===== src/rtl/lru_pkg.sv =====
// Shared limits, index-width helper, response struct and popcount helper for
// the per-set matrix LRU tracker.
package lru_pkg;

    localparam int WAYS_MIN = 2;
    localparam int WAYS_MAX = 16;
    localparam int SETS_MIN = 1;
    localparam int WAYW_MAX = 4;

    // Index width for n entries; a single entry still gets a 1-bit index.
    function automatic int idx_width(input int n);
        return (n > 1) ? $clog2(n) : 1;
    endfunction

    function automatic logic [4:0] popcount16(input logic [15:0] v);
        logic [4:0] c;
        c = 5'd0;
        for (int k = 0; k < 16; k++) begin
            c = c + {4'd0, v[k]};
        end
        return c;
    endfunction

    typedef struct packed {
        logic [WAYW_MAX-1:0] way;
        logic                miss;
        logic                lock_err;
    } lru_resp_t;

endpackage


===== src/rtl/lru_victim_sel.sv =====
// Combinational victim picker for one set's recency matrix.
// With LRU_WAY_LOCK_EN defined, locked ways are skipped when any way is unlocked.
module lru_victim_sel
    import lru_pkg::*;
#(
    parameter  int WAYS = 8,
    localparam int WAYW = idx_width(WAYS)
) (
    input  logic [WAYS-1:0][WAYS-1:0] mat_i,
`ifdef LRU_WAY_LOCK_EN
    input  logic [WAYS-1:0]           lock_mask_i,
    output logic                      all_locked_o,
`endif
    output logic [WAYW-1:0]           victim_o
);

    logic [WAYS-1:0] row_zero_s;
    logic [WAYW-1:0] lru_way_s;

    // A way whose row holds no 1s is more recent than nobody: it is a victim candidate.
    always_comb begin
        row_zero_s = '0;
        for (int i = 0; i < WAYS; i++) begin
            row_zero_s[i] = ~|(mat_i[i] & ~(WAYS'(1) << i));
        end
    end

    // Descending scan so the lowest candidate index is the one left standing.
    always_comb begin
        lru_way_s = '0;
        for (int i = WAYS - 1; i >= 0; i--) begin
            if (row_zero_s[i]) begin
                lru_way_s = WAYW'(i);
            end else begin
                lru_way_s = lru_way_s;
            end
        end
    end

`ifdef LRU_WAY_LOCK_EN
    logic [WAYW-1:0] best_way_s;
    logic [4:0]      best_cnt_s;
    logic [4:0]      cnt_s;

    // Least recent unlocked way = fewest 1s in its row; strict compare keeps ties at the lowest index.
    always_comb begin
        best_way_s = '0;
        best_cnt_s = 5'h1f;
        cnt_s      = 5'd0;
        for (int i = 0; i < WAYS; i++) begin
            cnt_s = popcount16(16'(mat_i[i] & ~(WAYS'(1) << i)));
            if (!lock_mask_i[i] && (cnt_s < best_cnt_s)) begin
                best_cnt_s = cnt_s;
                best_way_s = WAYW'(i);
            end else begin
                best_cnt_s = best_cnt_s;
            end
        end
    end

    assign all_locked_o = &lock_mask_i;
    assign victim_o     = all_locked_o ? lru_way_s : best_way_s;
`else
    assign victim_o = lru_way_s;
`endif

endmodule


===== src/rtl/matrix_lru_sets.sv =====
// Matrix-based true-LRU tracker with one WAYS x WAYS recency matrix per set.
// Optional way locking is enabled by defining LRU_WAY_LOCK_EN.
module matrix_lru_sets
    import lru_pkg::*;
#(
    parameter  int WAYS = 8,
    parameter  int SETS = 4,
    localparam int WAYW = idx_width(WAYS),
    localparam int SETW = idx_width(SETS)
) (
    input  logic            clk,
    input  logic            reset,
`ifdef LRU_WAY_LOCK_EN
    input  logic [WAYS-1:0] lock_mask,
    output logic            resp_lock_err,
`endif
    input  logic            req_valid,
    input  logic [SETW-1:0] req_set,
    input  logic            req_hit,
    input  logic [WAYW-1:0] req_way,
    output logic            resp_valid,
    output logic [WAYW-1:0] resp_way,
    output logic            resp_miss
);

    typedef logic [WAYS-1:0][WAYS-1:0] mat_t;

    mat_t      mat_q [SETS];
    mat_t      mat_d [SETS];
    mat_t      cur_mat_s;
    logic      resp_valid_q;
    lru_resp_t resp_q;
    lru_resp_t resp_d;
    logic [WAYW-1:0] victim_s;
    logic [WAYW-1:0] touch_way_s;
    logic      unused_s;

    // Read mux: pick the addressed set's matrix for victim selection.
    always_comb begin
        cur_mat_s = '0;
        for (int s = 0; s < SETS; s++) begin
            cur_mat_s = cur_mat_s | ((req_set == SETW'(s)) ? mat_q[s] : '0);
        end
    end

`ifdef LRU_WAY_LOCK_EN
    logic all_locked_s;

    lru_victim_sel #(.WAYS(WAYS)) u_victim_sel (
        .mat_i        (cur_mat_s),
        .lock_mask_i  (lock_mask),
        .all_locked_o (all_locked_s),
        .victim_o     (victim_s)
    );
`else
    lru_victim_sel #(.WAYS(WAYS)) u_victim_sel (
        .mat_i    (cur_mat_s),
        .victim_o (victim_s)
    );
`endif

    assign touch_way_s = req_hit ? req_way : victim_s;

    // Touch: set the touched way's row, clear its column; the diagonal is never kept.
    always_comb begin
        mat_d = mat_q;
        for (int s = 0; s < SETS; s++) begin
            if (req_valid && (req_set == SETW'(s))) begin
                for (int i = 0; i < WAYS; i++) begin
                    for (int j = 0; j < WAYS; j++) begin
                        if (i == j) begin
                            mat_d[s][i][j] = 1'b0;
                        end else if (WAYW'(i) == touch_way_s) begin
                            mat_d[s][i][j] = 1'b1;
                        end else if (WAYW'(j) == touch_way_s) begin
                            mat_d[s][i][j] = 1'b0;
                        end else begin
                            mat_d[s][i][j] = mat_q[s][i][j];
                        end
                    end
                end
            end else begin
                mat_d[s] = mat_q[s];
            end
        end
    end

    // Response next-state: capture on a request, otherwise hold.
    always_comb begin
        resp_d = resp_q;
        if (req_valid) begin
            resp_d.way  = WAYW_MAX'(touch_way_s);
            resp_d.miss = ~req_hit;
`ifdef LRU_WAY_LOCK_EN
            resp_d.lock_err = ~req_hit & all_locked_s;
`else
            resp_d.lock_err = 1'b0;
`endif
        end else begin
            resp_d = resp_q;
        end
    end

    // State and response registers with synchronous reset.
    always_ff @(posedge clk) begin
        if (reset) begin
            for (int s = 0; s < SETS; s++) begin
                mat_q[s] <= '0;
            end
            resp_valid_q <= 1'b0;
            resp_q       <= '0;
        end else begin
            mat_q        <= mat_d;
            resp_valid_q <= req_valid;
            resp_q       <= resp_d;
        end
    end

    // A response falling due in a reset cycle is suppressed.
    assign resp_valid = resp_valid_q & ~reset;
    assign resp_way   = resp_q.way[WAYW-1:0];
    assign resp_miss  = resp_q.miss;
`ifdef LRU_WAY_LOCK_EN
    assign resp_lock_err = resp_q.lock_err;
`endif
    assign unused_s = ^{resp_q.way, resp_q.lock_err};

endmodule


===== config.mk =====
export PLATFORM = sky130hd
export DESIGN_NAME = matrix_lru_sets
export DESIGN_NICKNAME = d
export VERILOG_FILES = /design/src/rtl/lru_pkg.sv /design/src/rtl/lru_victim_sel.sv /design/src/rtl/matrix_lru_sets.sv
export SDC_FILE = /design/constraint.sdc
export NUM_CORES = 1
export LEC_CHECK = 0
export CAP_MARGIN = 20
export CORE_UTILIZATION = 60
export CTS_BUF_LIST = sky130_fd_sc_hd__clkbuf_4 sky130_fd_sc_hd__clkbuf_8
export CTS_CLUSTER_DIAMETER = 60
export DETAILED_ROUTE_END_ITERATION = 12
export PLACE_DENSITY = 0.77
export RECOVER_POWER = 100
export SLEW_MARGIN = 20
export SYNTH_ARGS = -nofsm -noshare
export SYNTH_HDL_FRONTEND = slang
export SYNTH_SLANG_ARGS = --single-unit

===== constraint.sdc =====
create_clock -name clk -period 2.9 [get_ports clk]
set_clock_uncertainty 0.15 [all_clocks]
set_input_delay 0.435 -clock clk [delete_from_list [all_inputs] [get_ports clk]]
set_output_delay 0.435 -clock clk [all_outputs]
set_load 0.01 [all_outputs]

==> impl_metrics.csv, run 1 <==
group,metric,value,unit
clocking,clkLatencyLatePin,530,ps
timing,finalCriticalPeriod,2940,ps
worst_setup_path,crit_path_end_kind,"flop",
layout,areaGrowthSynthToFinish,29.2,%
layout,seq_area,0.00458,mm2
clocking,cts_tree,"yes",
power,total_power,0.00737,W
floorplan,dieHeight,126,um
routing,vias_per_cell,6.81,
routing,drt-initial-drc-count,1428,
floorplan,num_rows,45,
clocking,postCtsHoldBufs,0,
run_status,violations,"setup timing",
layout,drive_above_1_share,27.2,%
grt,grt_use_total,37.1,%
worst_setup_path,rr_endpoint,"mat_q[252]",
timing,slew_headroom,56.4,%
timing,fin_hold_ws,303,ps
power,p_leak,4.54,nW
timing,timing.final.crit_share,101,%
routing,vias,9711,
timing,slew_viol_final,0,
power,switching_share,28.0,%
timing,hold_viol,0,
layout,antenna_cells,0,
synthesis,syn_inst,1071,
synthesis,synth.avg_cell_area,8.68,um2
routing,ant_nets,0,
synthesis,seq_area_frac_synth,49.3,%
synthesis,synth_edf_count,0,
worst_setup_path,crit_type,"primary input to flop",
min_path,hold_start,"mat_q[87]",
timing,rsz0062_at_grt,"yes",
worst_setup_path,r2r_cells,11,
timing,worst_pin_slew,654,ps
clocking,clockBufferDepth,3,
routing,wl_per_cell,21.7,um
clocking,htreeDepth,2,
clocking,root_buffer,"clkbuf_8",
synthesis,synth.net_count,1080,
place,place_area,0.0107,mm2
timing,max_clock_freq,340,MHz
synthesis,yosysWarnings,0,
synthesis,synth_seq_cells,229,
place,dpl.hpwl,19700,um
floorplan,io_pins,14,
worst_setup_path,arrival,3170,ps
flow_run,drv_cap,0,
worst_setup_path,crit_path_max_fanout,9,
clocking,cts_made_buffers,37,
floorplan,initial_core_util,61.4,%
grt,antenna_found_initial,0,
timing,setup_violations,2,
worst_setup_path,crit_required,3130,ps
floorplan,die-area,0.0160,mm2
floorplan,die_w,126,um
power,power.density,614,mW/mm2
grt,overflow,0,
run_status,outcome,"complete, but fails checks",
synthesis,yosysUniqueCellTypes,57,
power,comb_power_share,17.7,%
power,clkPwrFrac,37.6,%
synthesis,synthArstFlopShare,0,%
layout,multi_input_area,0.00465,mm2
timing,setup_ws,-43.4,ps
clocking,clk_pin_slew,60,ps
layout,post-route-util,79.3,%
place,place.port_buffers,13,
layout,design_area,0.0120,mm2
power,p_sw,0.00206,W
place,gp_congestion,0.997,
min_path,min_path_type,"flop to flop",
routing,wl,30900,um
power,power_frac_seq,44.7,%
synthesis,syn_area,0.00930,mm2
layout,nFillCells,986,
synthesis,synth-main-ff-cell,"dfxtp_1",
routing,dr.pass1.iters,6,
min_path,whs_endpoint,"mat_q[87]",
routing,drc_errors,0,
grt,first_global_vias,8834,
power,p_int,0.00531,W
power,ir_worst_vdd,0.000414,V
grt,grt_max_degree,112,
grt,grt_pass1_wl,47300,um
layout,finalNetCount,1225,
min_path,min_path_cells,2,
worst_setup_path,critPathLaunchType,"primary input",
worst_setup_path,timing.rr.start,"mat_q[79]",
worst_setup_path,r2r_setup_slack,-30,ps
clocking,clkSinkCount,229,
floorplan,coreArea,0.0151,mm2
-- registers in the layout, indices dropped and copies added (netlist names) --
register	flops
mat_q	224
resp_way	3
resp_miss	1
resp_valid_q	1
-- logic make-up (layout without fill, tap and decap cells) --
family,after synthesis,in the layout,share of synthesized area (%)
AO/OA/AOI/OAI,338,338,23.3
buffers and inverters,108,274,5.24
flip-flops,229,229,49.3
multiplexers,3,3,0.337
AND/OR/NAND/NOR,393,393,21.8
-- synthesized netlist by cell type, types with 7 or more instances --
| cell type | n | area, um2 |
|---|---|---|
| a211oi_1 | 9 | 67.6 |
| o21ai_0 | 83 | 415 |
| nand2_1 | 106 | 398 |
| dfxtp_1 | 229 | 4580 |
| o211ai_1 | 18 | 135 |
| buf_2 | 32 | 160 |
| a31oi_1 | 21 | 131 |
| o32ai_1 | 15 | 131 |
| nand3_1 | 73 | 365 |
| nor3_1 | 67 | 335 |
| nor4_1 | 50 | 313 |
| o21ai_1 | 8 | 40.0 |
| buf_4 | 7 | 52.6 |
| a32o_1 | 11 | 110 |
| o21a_1 | 7 | 52.6 |
| nor3_2 | 11 | 110 |
| inv_1 | 15 | 56.3 |
| a21oi_1 | 101 | 505 |
| o31ai_1 | 13 | 97.6 |
| nor2_1 | 41 | 154 |
| o311ai_1 | 7 | 61.3 |
| o311ai_0 | 15 | 131 |
| clkbuf_1 | 48 | 180 |
| nand4_1 | 12 | 75.1 |
-- power groups by stage --
stage	combinational [W]	clock (W)	sequential, W
6_report	0.00130	0.00277	0.00330
4_1_cts	0.00114	0.00278	0.00329
3_3_place_gp	0.00111	0	0.00336
3_5_place_dp	0.00113	0	0.00336
5_1_grt	0.00135	0.00294	0.00330
2_1_floorplan	0.000570	0	0.00334
-- routing by layer --
layer / wire length, um / part of all wire [%] / track usage (%)
met1: 12300 / 40 / 50.5
met2: 14100 / 46 / 57.5
met3: 3080 / 10 / 6.66
met4: 1430 / 4.6 / 16.8
met5: 0 / 0 / 0
-- worst max-delay path, stage by stage --
cell and delay (ps):
clkdlybuf4s50_1 470, buf_6 160, buf_4 170, inv_2 70, a211oi_1 300, buf_4 180
a211oi_2 50, mux2i_2 250, nand2_2 120, buf_4 220, buf_12 160, o311ai_1 420
o21ai_0 160
-- what timing repair did --
item                                    4_1_cts  5_1_grt
setup buffers                                 0       10
endpoints found under the hold margin         0        0
gates cloned                                  0        2
endpoints found under the setup margin      215      214
gates resized for setup                      13       80
pin swaps                                     1       18
-- placed cells by master, fill, tap and decap left out, drive strengths merged, types with 23 or more instances in the layout --
cell    Yosys  layout
clkbuf     48      58
o311ai     23      23
nand2     107     107
nor4       50      50
nand3      76      76
nor2       43      43
o21ai      95      95
buf        43     183
dfxtp     229     229
nor3       79      79
a21oi     101     101
-- through the flow --
step	setup slack, ps	instances	TNS, ps
finish	-43.4	1425	-65.6
detailed placement	-852	1353	-144110
global placement	-897	1353	-147160
global route	-110	1425	-1880
floorplan	259	1071	0
CTS	-7.21	1413	-7.21
-- cell type report --
cell class | count | share of cell area (%)
Clock buffer | 56 | 5.58
Clock inverter | 4 | 0.375
Inverter | 17 | 0.542
Multi-Input combinational cell | 734 | 38.7
Sequential cell | 229 | 38.2
Tap cell | 188 | 1.96
Timing Repair Buffer | 197 | 14.7
-- worst max path at each step --
stage	start	end	slack, ps	cells after the start
6_report	req_set[0]	mat_q[252]	-40	13
5_1_grt	req_set[0]	mat_q[252]	-110	13
4_1_cts	req_set[1]	mat_q[42]	-7	13
3_5_place_dp	req_set[1]	mat_q[254]	-850	10
3_3_place_gp	req_set[1]	mat_q[254]	-900	10
2_1_floorplan	req_set[0]	mat_q[113]	260	10
Note: power is estimated with default switching activity, not from simulation.
==> run 2, diff against run 1 <==
CORE_MARGIN = 3   (was not set)
==> run 2 against run 1 <==
Compared with the run above:
- the flow now finishes without violations
- setup slack improved by 78 ps
- sequential cell count stayed put
- sequential share of layout area is 0.11 points higher
- register-to-register slack better by 130 ps
- highest routed layer is now met5
- cell count fell by 0.70%
- critical endpoint is now mat_q[57]
- critical path depth stayed put
- via count shrank 2.8%
- clock power grew 10%
- core utilization rose by 1.3 points
- worst hold slack worse by 140 ps
==> impl_metrics.csv, run 2 (same netlist as run 1, synthesis figures left out) <==
group,metric,value,unit
grt,grt_use_total,34.2,%
timing,fin_hold_ws,162,ps
worst_setup_path,rr_endpoint,"mat_q[57]",
layout,instances_no_fill,1415,
place,gp_congestion,0.938,
timing,worst_pin_slew,709,ps
timing,max_clock_freq,349,MHz
grt,grt_pass1_wl,46400,um
floorplan,dieHeight,130,um
timing,finalCriticalPeriod,2870,ps
routing,wl_per_cell,21.2,um
power,total_power,0.00763,W
grt,overflow,0,
place,dpl.hpwl,19400,um
worst_setup_path,critPathLaunchType,"primary input",
place,dp_cells,1334,
timing,setup_violations,0,
routing,ant_nets,0,
grt,antenna_found_initial,1,
worst_setup_path,r2r_setup_slack,100,ps
layout,finalNetCount,1211,
layout,final_cell_mix,"229 x dfxtp_1, 141 x buf_4, 103 x nand2_1, 100 x a21oi_1, 81 x o21ai_0",
place,place.port_buffers,13,
clocking,cts_made_buffers,38,
clocking,clockBufferDepth,3,
worst_setup_path,crit_type,"primary input to flop",
layout,design_area,0.0120,mm2
flow_run,drv_cap,0,
clocking,cts_tree,"yes",
clocking,root_buffer,"clkbuf_8",
worst_setup_path,crit_end,"mat_q[57]",
clocking,postCtsHoldBufs,0,
timing,timing.final.crit_share,98.8,%
clocking,htreeDepth,2,
floorplan,num_rows,44,
timing,setup_tns,0,ps
layout,layout_commonest_cell,"dfxtp_1",
power,p_leak,4.57,nW
routing,drt-initial-drc-count,1088,
clocking,clkLatencyLatePin,520,ps
routing,wl,30000,um
grt,first_global_vias,8743,
worst_setup_path,crit_path_max_fanout,15,
floorplan,io_pins,14,
clocking,clkSinkCount,229,
layout,largest_register_ffs,224,
worst_setup_path,arrival,3120,ps
layout,largest_register,"mat_q",
worst_setup_path,cp-startpoint,"req_set[1]",
timing,rsz0062_at_grt,"yes",
routing,drc_errors,0,
routing,vias_per_cell,6.67,
timing,slew_viol_final,0,
min_path,min_path_type,"primary input to flop",
floorplan,coreArea,0.0149,mm2
layout,drive_above_1_share,25.3,%
floorplan,initial_core_util,62.5,%
routing,vias,9435,
clocking,clk_pin_slew,60,ps
floorplan,die_w,130,um
worst_setup_path,crit_required,3150,ps
power,ir_worst_vdd,0.000501,V
worst_setup_path,crit_path_end_kind,"flop",
place,place_area,0.0106,mm2
worst_setup_path,timing.rr.start,"mat_q[57]",
worst_setup_path,r2r_cells,11,
run_status,outcome,"complete, no violations",
grt,grt_max_degree,79,
timing,slew_headroom,52.8,%
power,power.density,637,mW/mm2
routing,dr.pass1.iters,5,
layout,antenna_cells,0,
floorplan,die-area,0.0170,mm2
timing,hold_viol,0,
layout,areaGrowthSynthToFinish,28.8,%
==> run 2: cell types whose count changed in the layout (fill, tap and decap cells not counted), sizes merged <==
| cell | before | now |
|---|---|---|
| o211ai | 21 | 22 |
| buf | 183 | 167 |
| clkinv | 4 | 3 |
| clkbuf | 58 | 68 |
==> run 2: layer usage <==
layer  track usage, %  vias up  part of all wire (%)
met5                0        -                 0.023
met4             13.9        2                   4.1
met3             7.89      117                   9.7
met2             53.6      514                    46
met1             46.1     4511                    40
li1                 -     4291                     -
==> run 2: how the worst min path moves through the flow <==
stage                     slack (ps)  depth (start not counted)            to      start
after global placement           290                          2     mat_q[85]  mat_q[85]
after floorplan                  280                          2     mat_q[85]  mat_q[85]
after detailed placement         300                          2     mat_q[85]  mat_q[85]
after global routing             170                          2  resp_valid_q      reset
final                            160                          2  resp_valid_q      reset
after CTS                        120                          2  resp_valid_q      reset
==> run 2: where the power goes <==
| group | switching [W] | internal (W) | total (W) |
|---|---|---|---|
| clock | 0.00124 | 0.00182 | 0.00306 |
| sequential | 0.0000589 | 0.00324 | 0.00329 |
| combinational | 0.000764 | 0.000514 | 0.00128 |
==> run 2: worst max-delay path: stages <==
cell	delay, ps
clkdlybuf4s50_1	480
buf_6	160
buf_12	140
nor4b_1	210
nand2_1	180
nand2_2	130
nor3_4	70
o211a_1	260
nor2_4	290
buf_8	210
nor3_1	70
buf_4	150
nor4_1	310
==> run 2: cell type report <==
cell class,count,area (um2)
clock inverter,3,40.0
sequential,229,4580
fill,970,2890
clock buffer,66,802
multi-input combinational,735,4580
inverter,17,65.1
timing repair buffer,181,1670
tap,184,230
==> run 2: per-stage QoR <==
| step | setup WS (ps) | util, % |
|---|---|---|
| 6_report | 34.1 | 80.6 |
| 5_1_grt | -110 | 80.6 |
| 4_1_cts | -3.14 | 77.6 |
| 3_5_place_dp | -625 | 71.6 |
| 3_3_place_gp | -632 | 71.6 |
| 2_1_floorplan | 259 | - |
==> run 2: timing repair <==
action,in CTS,in global routing
resized for setup,10,63
buffers inserted,0,11
endpoints found under the setup margin,83,221
pin swaps,1,11
cloned,0,2
==> run 3, diff against run 2 <==
GPL_TIMING_DRIVEN = 0   (was not set)
==> run 3 against run 2 <==
Compared with the run above:
- the flow now finishes with violations (setup timing)
- die area did not move
- power rose by 2.0%
- register-to-register slack got worse by 190 ps
- first-iteration DRC count rose by 78%
- sequential power barely moved
- combinational power rose by 12%
- highest routed layer unchanged
- final area fell by 5.5%
- largest power group unchanged
- sequential share of layout area rose by 2.2 points
- setup slack got worse by 120 ps
- core utilization fell by 4.5 points
- sequential cell count did not move
- clock-buffer cell count fell by 6
==> impl_metrics.csv, run 3 (same netlist as run 1, synthesis figures left out) <==
group,metric,value,unit
clocking,cts_tree,"yes",
routing,vias_per_cell,7.55,
layout,final_cell_mix,"229 x dfxtp_1, 102 x nand2_1, 96 x a21oi_1, 83 x o21ai_0, 67 x nand3_1",
worst_setup_path,arrival,3270,ps
timing,timing.final.crit_share,103,%
clocking,root_buffer,"clkbuf_8",
place,dpl.hpwl,25500,um
floorplan,die_w,130,um
worst_setup_path,critPathLaunchType,"flop",
grt,overflow,0,
worst_setup_path,crit_type,"flop to flop",
grt,grt_pass1_wl,57800,um
power,ir_worst_vdd,0.000613,V
clocking,clkSinkCount,229,
worst_setup_path,crit_path_end_kind,"flop",
grt,grt_use_total,46.3,%
run_status,outcome,"complete, but fails checks",
timing,fin_hold_ws,260,ps
timing,worst_pin_slew,1090,ps
clocking,clk_pin_slew,60,ps
timing,setup_ws,-86.5,ps
place,place_area,0.00965,mm2
power,p_leak,4.07,nW
place,gp_congestion,1.07,
floorplan,die-area,0.0170,mm2
layout,design_area,0.0113,mm2
floorplan,num_rows,44,
layout,largest_register,"mat_q",
timing,setup_violations,30,
worst_setup_path,crit_required,3190,ps
floorplan,initial_core_util,62.5,%
min_path,min_path_type,"primary input to flop",
timing,setup_tns,-885,ps
grt,grt_max_degree,11,
run_status,violations,"setup timing",
layout,antenna_cells,0,
clocking,clockBufferDepth,3,
layout,drive_above_1_share,20.1,%
clocking,postCtsHoldBufs,0,
timing,slew_viol_final,0,
routing,vias,10200,
layout,layout_commonest_cell,"dfxtp_1",
timing,finalCriticalPeriod,2990,ps
timing,hold_viol,0,
grt,antenna_found_initial,1,
floorplan,dieHeight,130,um
timing,slew_headroom,27.5,%
layout,areaGrowthSynthToFinish,21.7,%
flow_run,drv_cap,0,
clocking,clkLatencyLatePin,580,ps
clocking,cts_made_buffers,38,
routing,wl,39900,um
floorplan,coreArea,0.0149,mm2
routing,drc_errors,0,
routing,drt-initial-drc-count,1937,
routing,ant_nets,0,
timing,rsz0062_at_grt,"yes",
clocking,htreeDepth,2,
routing,dr.pass1.iters,8,
layout,post-route-util,76.1,%
place,place.port_buffers,12,
routing,wl_per_cell,29.5,um
worst_setup_path,crit_path_max_fanout,10,
timing,max_clock_freq,335,MHz
power,power.density,688,mW/mm2
power,total_power,0.00779,W
grt,first_global_vias,9342,
floorplan,io_pins,14,
layout,largest_register_ffs,224,
layout,finalNetCount,1153,
run 3: repair_timing:
item,in CTS,in global routing
setup endpoints to repair,227,219
resized for setup,143,71
gates cloned,2,0
pin swaps,6,8
buffers inserted,11,8
run 3: final cells by class:
| type | count | area, um2 |
|---|---|---|
| multi-input combinational | 735 | 4700 |
| fill | 1089 | 3550 |
| tap | 184 | 230 |
| buffer | 91 | 672 |
| clock buffer | 60 | 751 |
| inverter | 17 | 63.8 |
| sequential | 229 | 4580 |
| clock inverter | 4 | 52.6 |
| timing repair buffer | 32 | 262 |
run 3: final timing paths:
path         depth (start not counted)      start  slack [ps]         end
max                                  9  mat_q[57]         -90  mat_q[249]
min                                  2    req_hit         260   resp_miss
max reg2reg                          9  mat_q[57]         -90  mat_q[249]
min reg2reg                          2  mat_q[85]         310   mat_q[85]
run 3: where the power goes:
part / switching, W / internal [W] / total, W
combinational: 0.00105 / 0.000386 / 0.00144
clock: 0.00133 / 0.00173 / 0.00306
sequential: 0.0000559 / 0.00323 / 0.00329
total: 0.00244 / 0.00535 / 0.00779
run 3: through the flow:
step | cells | setup WS [ps]
floorplan | 1071 | 259
CTS | 1344 | 4.12
detailed placement | 1267 | -1420
finish | 1352 | -86.5
global placement | 1267 | -1450
global route | 1352 | -33.1
run 3: critical path, cell delays in order, from the launching register on:
cell and delay, ps:
dfxtp_1 320, nor4_1 390, nand4_1 290, nand4_1 260, nor2b_2 280, o311a_4 330
nor2_4 80, clkbuf_4 270, o31ai_1 370, a21oi_1 110
run 3: routing by layer:
layer	vias to the layer above	global-route usage (%)	part of all wire (%)	wire (um)
met5	-	0	0.068	27
li1	4149	-	-	-
met2	1052	61.9	39	15400
met1	4672	61.0	35	14000
met4	2	30.4	8.6	3430
met3	332	19.2	18	7030
==> RTL change: new RTL, flow settings as in run 1 <==
The option `LRU_WAY_LOCK_EN` is turned on by a define.
--- a/src/rtl/lru_victim_sel.sv
+++ b/src/rtl/lru_victim_sel.sv
@@ -1,5 +1,7 @@
 // Combinational victim picker for one set's recency matrix.
 // With LRU_WAY_LOCK_EN defined, locked ways are skipped when any way is unlocked.
+`define LRU_WAY_LOCK_EN
+
 module lru_victim_sel
     import lru_pkg::*;
 #(
Ports: changed (added lock_mask and resp_lock_err); port bits go from 14 to 23. The function was not compared with the original's and may differ.
==> RTL change against run 1 <==
Synthesized area up 40%; the run now fails in global routing (5_1_grt).
==> RTL change: results <==
[synth]
synth_cell_types = 87
ys_top_cells_by_area = "dfxtp_1 (35%), mux4_2 (9.7%), ha_1 (5.1%)"
synthTopCellsByCount = "dfxtp_1 (230), nand2_1 (114), o22ai_1 (78)"
synth_async_sr_flop_share_pct = 0
ys_seq_area_share_pct = 35.3
yosys_warnings = 0
ys_ff_latch = 230
syn-num-nets = 1403
syn_area_um2 = 13000

[outcome]
status = "aborted with a tool error"
error_line = "[ERROR GRT-0232] Routing congestion too high. Check the congestion heatmap in the GUI."
stop_stage = "global routing (5_1_grt)"

[global_route]
grt-ovfl-total = 2231
grt_max_degree = 44
grtUsageTotal_pct = 108

[placed_design]
portBuffers = 22
dp_hpwl_um = 34200
place_ws_ps = -10310
gp_congestion = 0.937
placed_area_um2 = 16500

[cts]
root_buffer = "clkbuf_8"
clock_path_buffers = 3
cts_buffers = 37
cts.htree.levels = 2

[timing]
worst_endpoint = "mat_q[157]$_SDFFE_PP0P_/D"
worstEpCategory = "sequential cell input"
==> RTL change: cell types whose count changed after synthesis, sizes merged, moves of 35 or more <==
cell	change
a31oi	+35
ha	+53
mux4	+56
nand3	-66
o21ai	-46
o22ai	+72
==> RTL change: cell families after synthesis <==
| kind of cell | count (synthesis) | share of synthesized area (%) |
|---|---|---|
| fa+ha+maj | 77 | 8.77 |
| simple gates | 334 | 15.4 |
| compound gates | 430 | 23.5 |
| flops | 230 | 35.3 |
| buf+inv | 167 | 6.18 |
| xor+xnor | 8 | 0.595 |
| mux | 63 | 10.2 |
==> RTL change: metal layers <==
layer  GRT usage [%]  GRT overflow
met5            70.0            18
met4             122           506
met1            95.4            74
met2             135          1543
met3            89.8            90
==> RTL change: repair_timing <==
action | CTS
buffers inserted | 73
resized for setup | 220
pin swaps | 144
endpoints found under the setup margin | 227
cloned | 11
==> RTL change: through the flow <==
step | util (%) | TNS [ps] | std cells
4_1_cts | 91.0 | -2191460 | 1988
3_5_place_dp | 77.8 | -2310850 | 1843
3_3_place_gp | 77.8 | -2252770 | 1843
2_1_floorplan | - | -2384840 | 1309
